--- config.mk ---
export PLATFORM = sky130hd
export DESIGN_NAME = truth_table_sweeper
export DESIGN_NICKNAME = d
export VERILOG_FILES = /design/src/rtl/truth_table_sweeper.sv
export SDC_FILE = /design/constraint.sdc
export NUM_CORES = 1
export LEC_CHECK = 0
export BUFFER_PORTS_ARGS = -buffer_cell sky130_fd_sc_hd__buf_2
export CAP_MARGIN = 40
export CORE_ASPECT_RATIO = 0.7
export CORE_MARGIN = 10
export CORE_UTILIZATION = 40
export CTS_CLUSTER_SIZE = 25
export DETAILED_ROUTE_END_ITERATION = 16
export HOLD_SLACK_MARGIN = 0.12
export REMOVE_ABC_BUFFERS = 1
export SLEW_MARGIN = 25
export SYNTH_ARGS = -nofsm -noshare
export SYNTH_HDL_FRONTEND = slang
export SYNTH_SLANG_ARGS = --single-unit
--- constraint.sdc ---
create_clock -name clk -period 2.7 [get_ports clk]
set_clock_uncertainty 0.2 [all_clocks]
set_input_delay 0 -clock clk [delete_from_list [all_inputs] [get_ports clk]]
set_output_delay 0 -clock clk [all_outputs]
set_load 0.01 [all_outputs]
--- src/rtl/truth_table_sweeper.sv ---
// truth_table_sweeper
//   Walks a 4-input combinational function through all 16 input codes,
//   captures its truth table and compares it with a golden table latched
//   when the sweep starts.
//
//   Ports
//     clk             in   rising-edge clock
//     aresetn         in   asynchronous active-low reset
//     start           in   sweep request, honoured only while idle
//     expected[15:0]  in   golden truth table, bit k = expected f for x=k
//     x[3:0]          out  registered stimulus for the function under test
//     f               in   function output for the current x
//     busy            out  high while a sweep is running
//     done            out  one-cycle pulse when a sweep completes
//     mask[15:0]      out  captured truth table, bit k = f sampled for x=k
//     mismatch_cnt    out  number of bits where mask differs from golden
//     match           out  completed sweep had no mismatches
//     first_bad[3:0]  out  lowest x that mismatched
//     first_bad_valid out  at least one mismatch was seen
//
//   Each input code occupies SETTLE clock cycles; f is sampled on the last
//   edge of that window. SETTLE-1 of those cycles are spent in ST_SETTLE and
//   the final one in ST_SAMPLE, so with SETTLE=1 the settle state is skipped.
module truth_table_sweeper #(
    parameter int SETTLE = 1
) (
    input  logic        clk,
    input  logic        aresetn,
    input  logic        start,
    input  logic [15:0] expected,
    output logic [3:0]  x,
    input  logic        f,
    output logic        busy,
    output logic        done,
    output logic [15:0] mask,
    output logic [4:0]  mismatch_cnt,
    output logic        match,
    output logic [3:0]  first_bad,
    output logic        first_bad_valid
);

    localparam logic [1:0] ST_IDLE   = 2'd0;
    localparam logic [1:0] ST_SETTLE = 2'd1;
    localparam logic [1:0] ST_SAMPLE = 2'd2;
    localparam logic [1:0] ST_DONE   = 2'd3;

    // Cycles spent in ST_SETTLE before the sampling cycle.
    localparam logic [3:0] WAIT_RELOAD = 4'(SETTLE - 1);
    // State entered whenever a new x is driven.
    localparam logic [1:0] ST_STEP     = (SETTLE == 1) ? ST_SAMPLE : ST_SETTLE;
    localparam logic [4:0] CNT_MAX     = 5'h10;

    logic [1:0]  state_q, state_d;
    logic [3:0]  wait_q, wait_d;
    logic [15:0] exp_q, exp_d;
    logic [3:0]  x_q, x_d;
    logic        busy_q, busy_d;
    logic        done_q, done_d;
    logic [15:0] mask_q, mask_d;
    logic [4:0]  cnt_q, cnt_d;
    logic        match_q, match_d;
    logic [3:0]  fb_q, fb_d;
    logic        fbv_q, fbv_d;

    logic        miss;
    logic [4:0]  cnt_inc;

    always_comb begin
        miss    = f ^ exp_q[x_q];
        // Saturating increment: the count can never exceed 16.
        cnt_inc = (miss && (cnt_q != CNT_MAX)) ? cnt_q + 5'd1 : cnt_q;

        state_d = state_q;
        wait_d  = wait_q;
        exp_d   = exp_q;
        x_d     = x_q;
        busy_d  = busy_q;
        done_d  = 1'b0;
        mask_d  = mask_q;
        cnt_d   = cnt_q;
        match_d = match_q;
        fb_d    = fb_q;
        fbv_d   = fbv_q;

        case (state_q)
            ST_IDLE: begin
                if (start) begin
                    exp_d   = expected;
                    mask_d  = 16'h0000;
                    cnt_d   = 5'd0;
                    match_d = 1'b0;
                    fb_d    = 4'd0;
                    fbv_d   = 1'b0;
                    busy_d  = 1'b1;
                    x_d     = 4'd0;
                    wait_d  = WAIT_RELOAD;
                    state_d = ST_STEP;
                end
            end
            ST_SETTLE: begin
                if (wait_q <= 4'd1) begin
                    wait_d  = 4'd0;
                    state_d = ST_SAMPLE;
                end else begin
                    wait_d = wait_q - 4'd1;
                end
            end
            ST_SAMPLE: begin
                mask_d[x_q] = f;
                cnt_d       = cnt_inc;
                if (miss && !fbv_q) begin
                    fb_d  = x_q;
                    fbv_d = 1'b1;
                end
                if (x_q == 4'd15) begin
                    x_d     = 4'd0;
                    busy_d  = 1'b0;
                    done_d  = 1'b1;
                    match_d = (cnt_inc == 5'd0);
                    state_d = ST_DONE;
                end else begin
                    x_d     = x_q + 4'd1;
                    wait_d  = WAIT_RELOAD;
                    state_d = ST_STEP;
                end
            end
            default: begin
                // ST_DONE: one cycle, start deliberately not looked at.
                state_d = ST_IDLE;
            end
        endcase
    end

    always_ff @(posedge clk or negedge aresetn) begin
        if (!aresetn) begin
            state_q <= ST_IDLE;
            wait_q  <= 4'd0;
            exp_q   <= 16'h0000;
            x_q     <= 4'd0;
            busy_q  <= 1'b0;
            done_q  <= 1'b0;
            mask_q  <= 16'h0000;
            cnt_q   <= 5'd0;
            match_q <= 1'b0;
            fb_q    <= 4'd0;
            fbv_q   <= 1'b0;
        end else begin
            state_q <= state_d;
            wait_q  <= wait_d;
            exp_q   <= exp_d;
            x_q     <= x_d;
            busy_q  <= busy_d;
            done_q  <= done_d;
            mask_q  <= mask_d;
            cnt_q   <= cnt_d;
            match_q <= match_d;
            fb_q    <= fb_d;
            fbv_q   <= fbv_d;
        end
    end

    assign x               = x_q;
    assign busy            = busy_q;
    assign done            = done_q;
    assign mask            = mask_q;
    assign mismatch_cnt    = cnt_q;
    assign match           = match_q;
    assign first_bad       = fb_q;
    assign first_bad_valid = fbv_q;

endmodule

== After elaboration in Yosys (flattened, before gate mapping) ==
Index checks and enable logic that the tools add are counted.
Storage, ports and cells
  register bits after elaboration: 55
  word-level logic and storage cells: 73
Operators by class
  add/sub/neg operators: 3
  order comparisons: 3
  eq/ne operators: 9
  multiplexer cells: 32
  bitwise logic cells: 1
  reductions and logical operators: 14
Operators by type and width (number)
  case mux 16 bit (2 select lines): 1
  2-to-1 mux 4 bit: 5
  bitwise mux 16 bit: 1
  2-to-1 mux 16 bit: 1
  case mux 4 bit (2 select lines): 2
  case mux 4 bit (3 select lines): 1
  2-to-1 mux 1 bit: 10
  2-to-1 mux 5 bit: 2
  inequality test 2 bit, second input constant: 5
  case mux 5 bit (2 select lines): 1
  AND reduction 3 bit: 3
  case mux 1 bit (2 select lines): 3
  case mux 2 bit (3 select lines): 1
  AND reduction 2 bit: 3
  adder 5 x 1 -> 5 bit, second input constant: 1
  zero test 5 bit: 1
  < comparator 4 x 5 -> 1 bit, second input constant: 1
  inequality test 5 bit, second input constant: 1
  adder 4 x 1 -> 4 bit, second input constant: 1
  binary-select mux 1 bit (select 4 bit): 1
  demux 1 bit (select 4 bit): 1
  == test 4 bit, second input constant: 1
  greater-or-equal comparator 4 x 1 -> 1 bit, second input constant: 1
  <= comparator 4 x 1 -> 1 bit, second input constant: 1
  10 further kinds: 13

== Logic depth before layout (Yosys ltp) ==
  word-level depth: 8
  gate-level depth with buffers: 8
  mapped depth without buffers: 8

== Worst setup path before layout ==
Ideal clock, no wire load.
  path kind: register to register
  start: reg x_q[0] (netlist: x[0])
  end: reg match_q (netlist: match)
  library setup time: 0.092 ns
  arrival time: 2.271 ns
  setup slack: 0.137 ns
  cell stages (with the launch flop): 9
  buffers on the path: 1
  period minus slack after synthesis: 2.563 ns
  cell sequence: dfrtp_1 -> buf_6 -> mux4_2 -> mux2i_4 -> nor2_1 -> or3_4 -> and3_4 -> xor2_1 -> o31ai_2
Between the ends
  word-level cells in the longest chain between the ends: 8
Ends and longest elaborated chain
  start: declaration: RTL line 56  | logic [3:0] x_q, x_d;
  start signal: assignment: RTL line 139  | x_q <= 4'd0;
  start signal: assignment: RTL line 151  | x_q <= x_d;
  binary-select mux 1 bit (select 4 bit): RTL line 69  | miss = f ^ exp_q[x_q];
  2-to-1 mux 1 bit (not written as such): RTL line 69
  XOR 1 bit: RTL line 69
  logical AND 1 bit: RTL line 71  | cnt_inc = (miss && (cnt_q != CNT_MAX)) ? cnt_q + 5'd1 : cnt_q;
  2-to-1 mux 5 bit: RTL line 71
  zero test 5 bit: RTL line 119  | match_d = (cnt_inc == 5'd0);
  2-to-1 mux 1 bit: RTL line 115  | if (x_q == 4'd15) begin
  case mux 1 bit (2 select lines): RTL line 85  | case (state_q)
  end signal: assignment: RTL line 156  | match_q <= match_d;
  end: declaration: RTL line 61  | logic match_q, match_d;
Parallel ways exist; a longest one is shown, timed or not. The select of a mux whose other input is x is not followed.
A chain may end at the register's enable or synchronous reset.

== Worst setup path in the final report ==
Same ends and word-level chain as after synthesis.

==> flow_summary.json <==
{
  "period_share_pct": 91.93,
  "wirelength_um": 6921,
  "setup_viol": 0,
  "min_from": "expected[7]",
  "n_antenna_cell": 0,
  "critPathCaptureType": "flop",
  "status": "finished clean",
  "leakagePower_nw": 1.716,
  "synth_edf_count": 0,
  "worstPathRequired_ns": 2.72,
  "fin_cells": 436,
  "period_needed_ns": 2.482,
  "grt_pass1_vias": 2310,
  "cts_tree": "done",
  "ys_types": 40,
  "slew_headroom_pct": 56.14,
  "synth_area_per_cell_um2": 10.34,
  "min_path_type": "in -> reg",
  "power_per_cell_area_nw_per_um2": 1055,
  "synthAdderAreaFrac_pct": 3.612,
  "seq_area_frac_synth_pct": 49.66,
  "r2r_start": "x[0]$_DFFE_PN0P_",
  "maxCapViolCount": 0,
  "synth-xor-area-share_pct": 1.580,
  "synth_compound_area_share_pct": 12.37,
  "hold_viol": 0,
  "min_path_cells": 3,
  "dr.first_iter.drc_count": 161,
  "clock_sinks": 55,
  "cts_htree_levels": 2,
  "core_um2": 6756,
  "area_growth_pct": 25.19,
  "setup_ws_ns": 0.2180,
  "io_pins": 53,
  "vdd_drop_max_mv": 0.4722,
  "insertion_delay_ns": 0.32,
  "port_buffers": 52,
  "p_total_mw": 3.659,
  "ys_warn_count": 0,
  "stdcell_area_um2": 3470,
  "yosys.area_share.simple_pct": 17.16,
  "vias": 2252,
  "antenna_left": 0,
  "dr.pass1.iters": 4,
  "critical_path_arrival_ns": 2.51,
  "dp_slack_ns": 0.2343,
  "muxShareOfSynthArea_pct": 11.83,
  "antenna_found_initial": 0,
  "path_clk_slew_ns": 0.09,
  "rsz0062_at_grt": "false",
  "rows": 25,
  "synthFlopType": "dfrtp_1",
  "drv_slew": 0,
  "start_util_pct": 41.02,
  "drive_gt1_share_pct": 26.32,
  "setup.worst_path.start": "x[0]$_DFFE_PN0P_",
  "synth_cells": 268,
  "r2r_slack_ns": 0.22,
  "worstSetupPathType": "reg -> reg",
  "grtUsageTotal_pct": 13.60,
  "clock-root-buffer": "clkbuf_8",
  "mappedNetlistArea_um2": 2771,
  "fp.dieW_um": 119.5,
  "post_cts_buffers": 0,
  "cp_max_fo": 5,
  "via_per_inst": 5.165,
  "wl_per_cell_um": 15.87,
  "critPathLaunchType": "flop",
  "gp_congestion": 0.7652,
  "final_nets": 369,
  "timing.fmax_mhz": 402.9,
  "die_h_um": 89.64,
  "rr_worst_depth": 7,
  "grt_max_degree": 56,
  "yosys_register_bits": 55,
  "async_flop_share_pct": 100.0,
  "clockBufferDepth": 2,
  "dp.cells": 407,
  "worst_pin_slew_ns": 0.6566,
  "fin_tns_setup_ns": 0,
  "placed_cell_area_um2": 3158,
  "numCtsBuffers": 5,
  "grt_first_pass_wirelength_um": 11850,
  "drc": 0,
  "dpl.hpwl_um": 4844,
  "dieArea_um2": 10710,
  "overflow": 0,
  "synth_top_family_by_area": "simple AND/OR/NAND/NOR gates"
}
==> synth_stat cells, drive strengths merged (5+ instances only) <==
cell	count	area (um^2)
dfrtp	55	1376
nand2	37	138.9
mux2	16	180.2
o21ai	16	80.07
nand4	15	93.84
clkbuf	14	52.55
nor2	14	52.55
inv	11	41.29
o211ai	11	82.58
nand3	10	50.05
mux2i	9	102.6
ha	8	100.1
and3	5	36.28
o311ai	5	43.79
==> power breakdown <==
group / internal [mW] / switching (mW) / leakage [nW] / total (mW)
clock network: 0.211 / 0.279 / 0.0484 / 0.491
logic: 0.791 / 0.968 / 0.974 / 1.76
registers: 1.15 / 0.258 / 0.693 / 1.41
==> metal layers <==
layer,track usage (%),up-vias,part of all wire [%]
met5,0,-,0
met4,3.603,0,0.97
met3,3.435,8,5.4
met2,20.62,47,44
met1,18.93,1087,50
li1,-,1110,-
==> cells in the final DEF, fill, tap and decap left out, drive strengths merged, types with 3 or more instances in the layout <==
cell type / count
a21oi: 4
a22o: 3
and3: 5
buf: 60
clkbuf: 7
dfrtp: 55
dlygate4sd3: 21
ha: 8
inv: 11
mux2: 16
mux2i: 9
nand2: 37
nand3: 10
nand4: 15
nor2: 14
nor2b: 3
nor3: 4
o211ai: 11
o21ai: 16
o21bai: 3
o311ai: 5
or3: 3
xor2: 4
==> registers in the layout, summed over array words and instances (netlist names) <==
| register | count |
|---|---|
| exp_q | 16 |
| mask | 16 |
| mismatch_cnt | 5 |
| first_bad | 4 |
| wait_q | 4 |
| x | 4 |
| state_q | 2 |
| busy | 1 |
| done | 1 |
| first_bad_valid | 1 |
| match | 1 |
==> final timing paths <==
check                                               to
min in group asynchronous  mismatch_cnt[0]$_DFFE_PN0P_
setup / recovery                     match$_DFFE_PN0P_
max in group asynchronous         exp_q[1]$_DFFE_PN0P_
setup reg to reg                     match$_DFFE_PN0P_
hold reg to reg                       busy$_DFFE_PN0P_
hold / removal                    exp_q[7]$_DFFE_PN0P_
==> critical path, cell delays in order (launching register included) <==
cell and delay, ns:
dfrtp_1 0.42, mux4_2 0.55, mux2i_4 0.17, nor2_1 0.07, or3_4 0.42, and3_4 0.19, xor2_1 0.14, o31ai_2 0.24
==> final cells by class <==
class	count	area [um^2]
Timing Repair Buffer	81	546.8
Sequential cell	55	1376
Clock inverter	1	8.758
Tap cell	94	117.6
Multi-Input combinational cell	187	1292
Inverter	11	41.29
Clock buffer	7	86.33
Fill cell	641	3287
==> stage by stage <==
| stage | util, % | hold WS, ns |
|---|---|---|
| after detailed placement | 46.74 | -0.1732 |
| after floorplan | - | -0.4956 |
| final | 51.35 | 0.2503 |
| after global placement | 46.74 | -0.1768 |
| after global routing | 51.35 | 0.2461 |
| after CTS | 51.26 | 0.2341 |
==> cell families after synthesis <==
kind of cell,count (synthesis)
multiplexers,27
AND/OR/NAND/NOR,97
buffers and inverters,26
adder cells (fa/ha/maj),8
AO/OA/AOI/OAI,50
flip-flops,55
XOR/XNOR,5
==> repair_timing <==
action | 4_1_cts | 5_1_grt
hold endpoints to repair | 101 | 0
gates resized for setup | 0 | 2
setup endpoints to repair | 0 | 1
hold buffers | 21 | 0
Power figures use the tool's default switching activity.
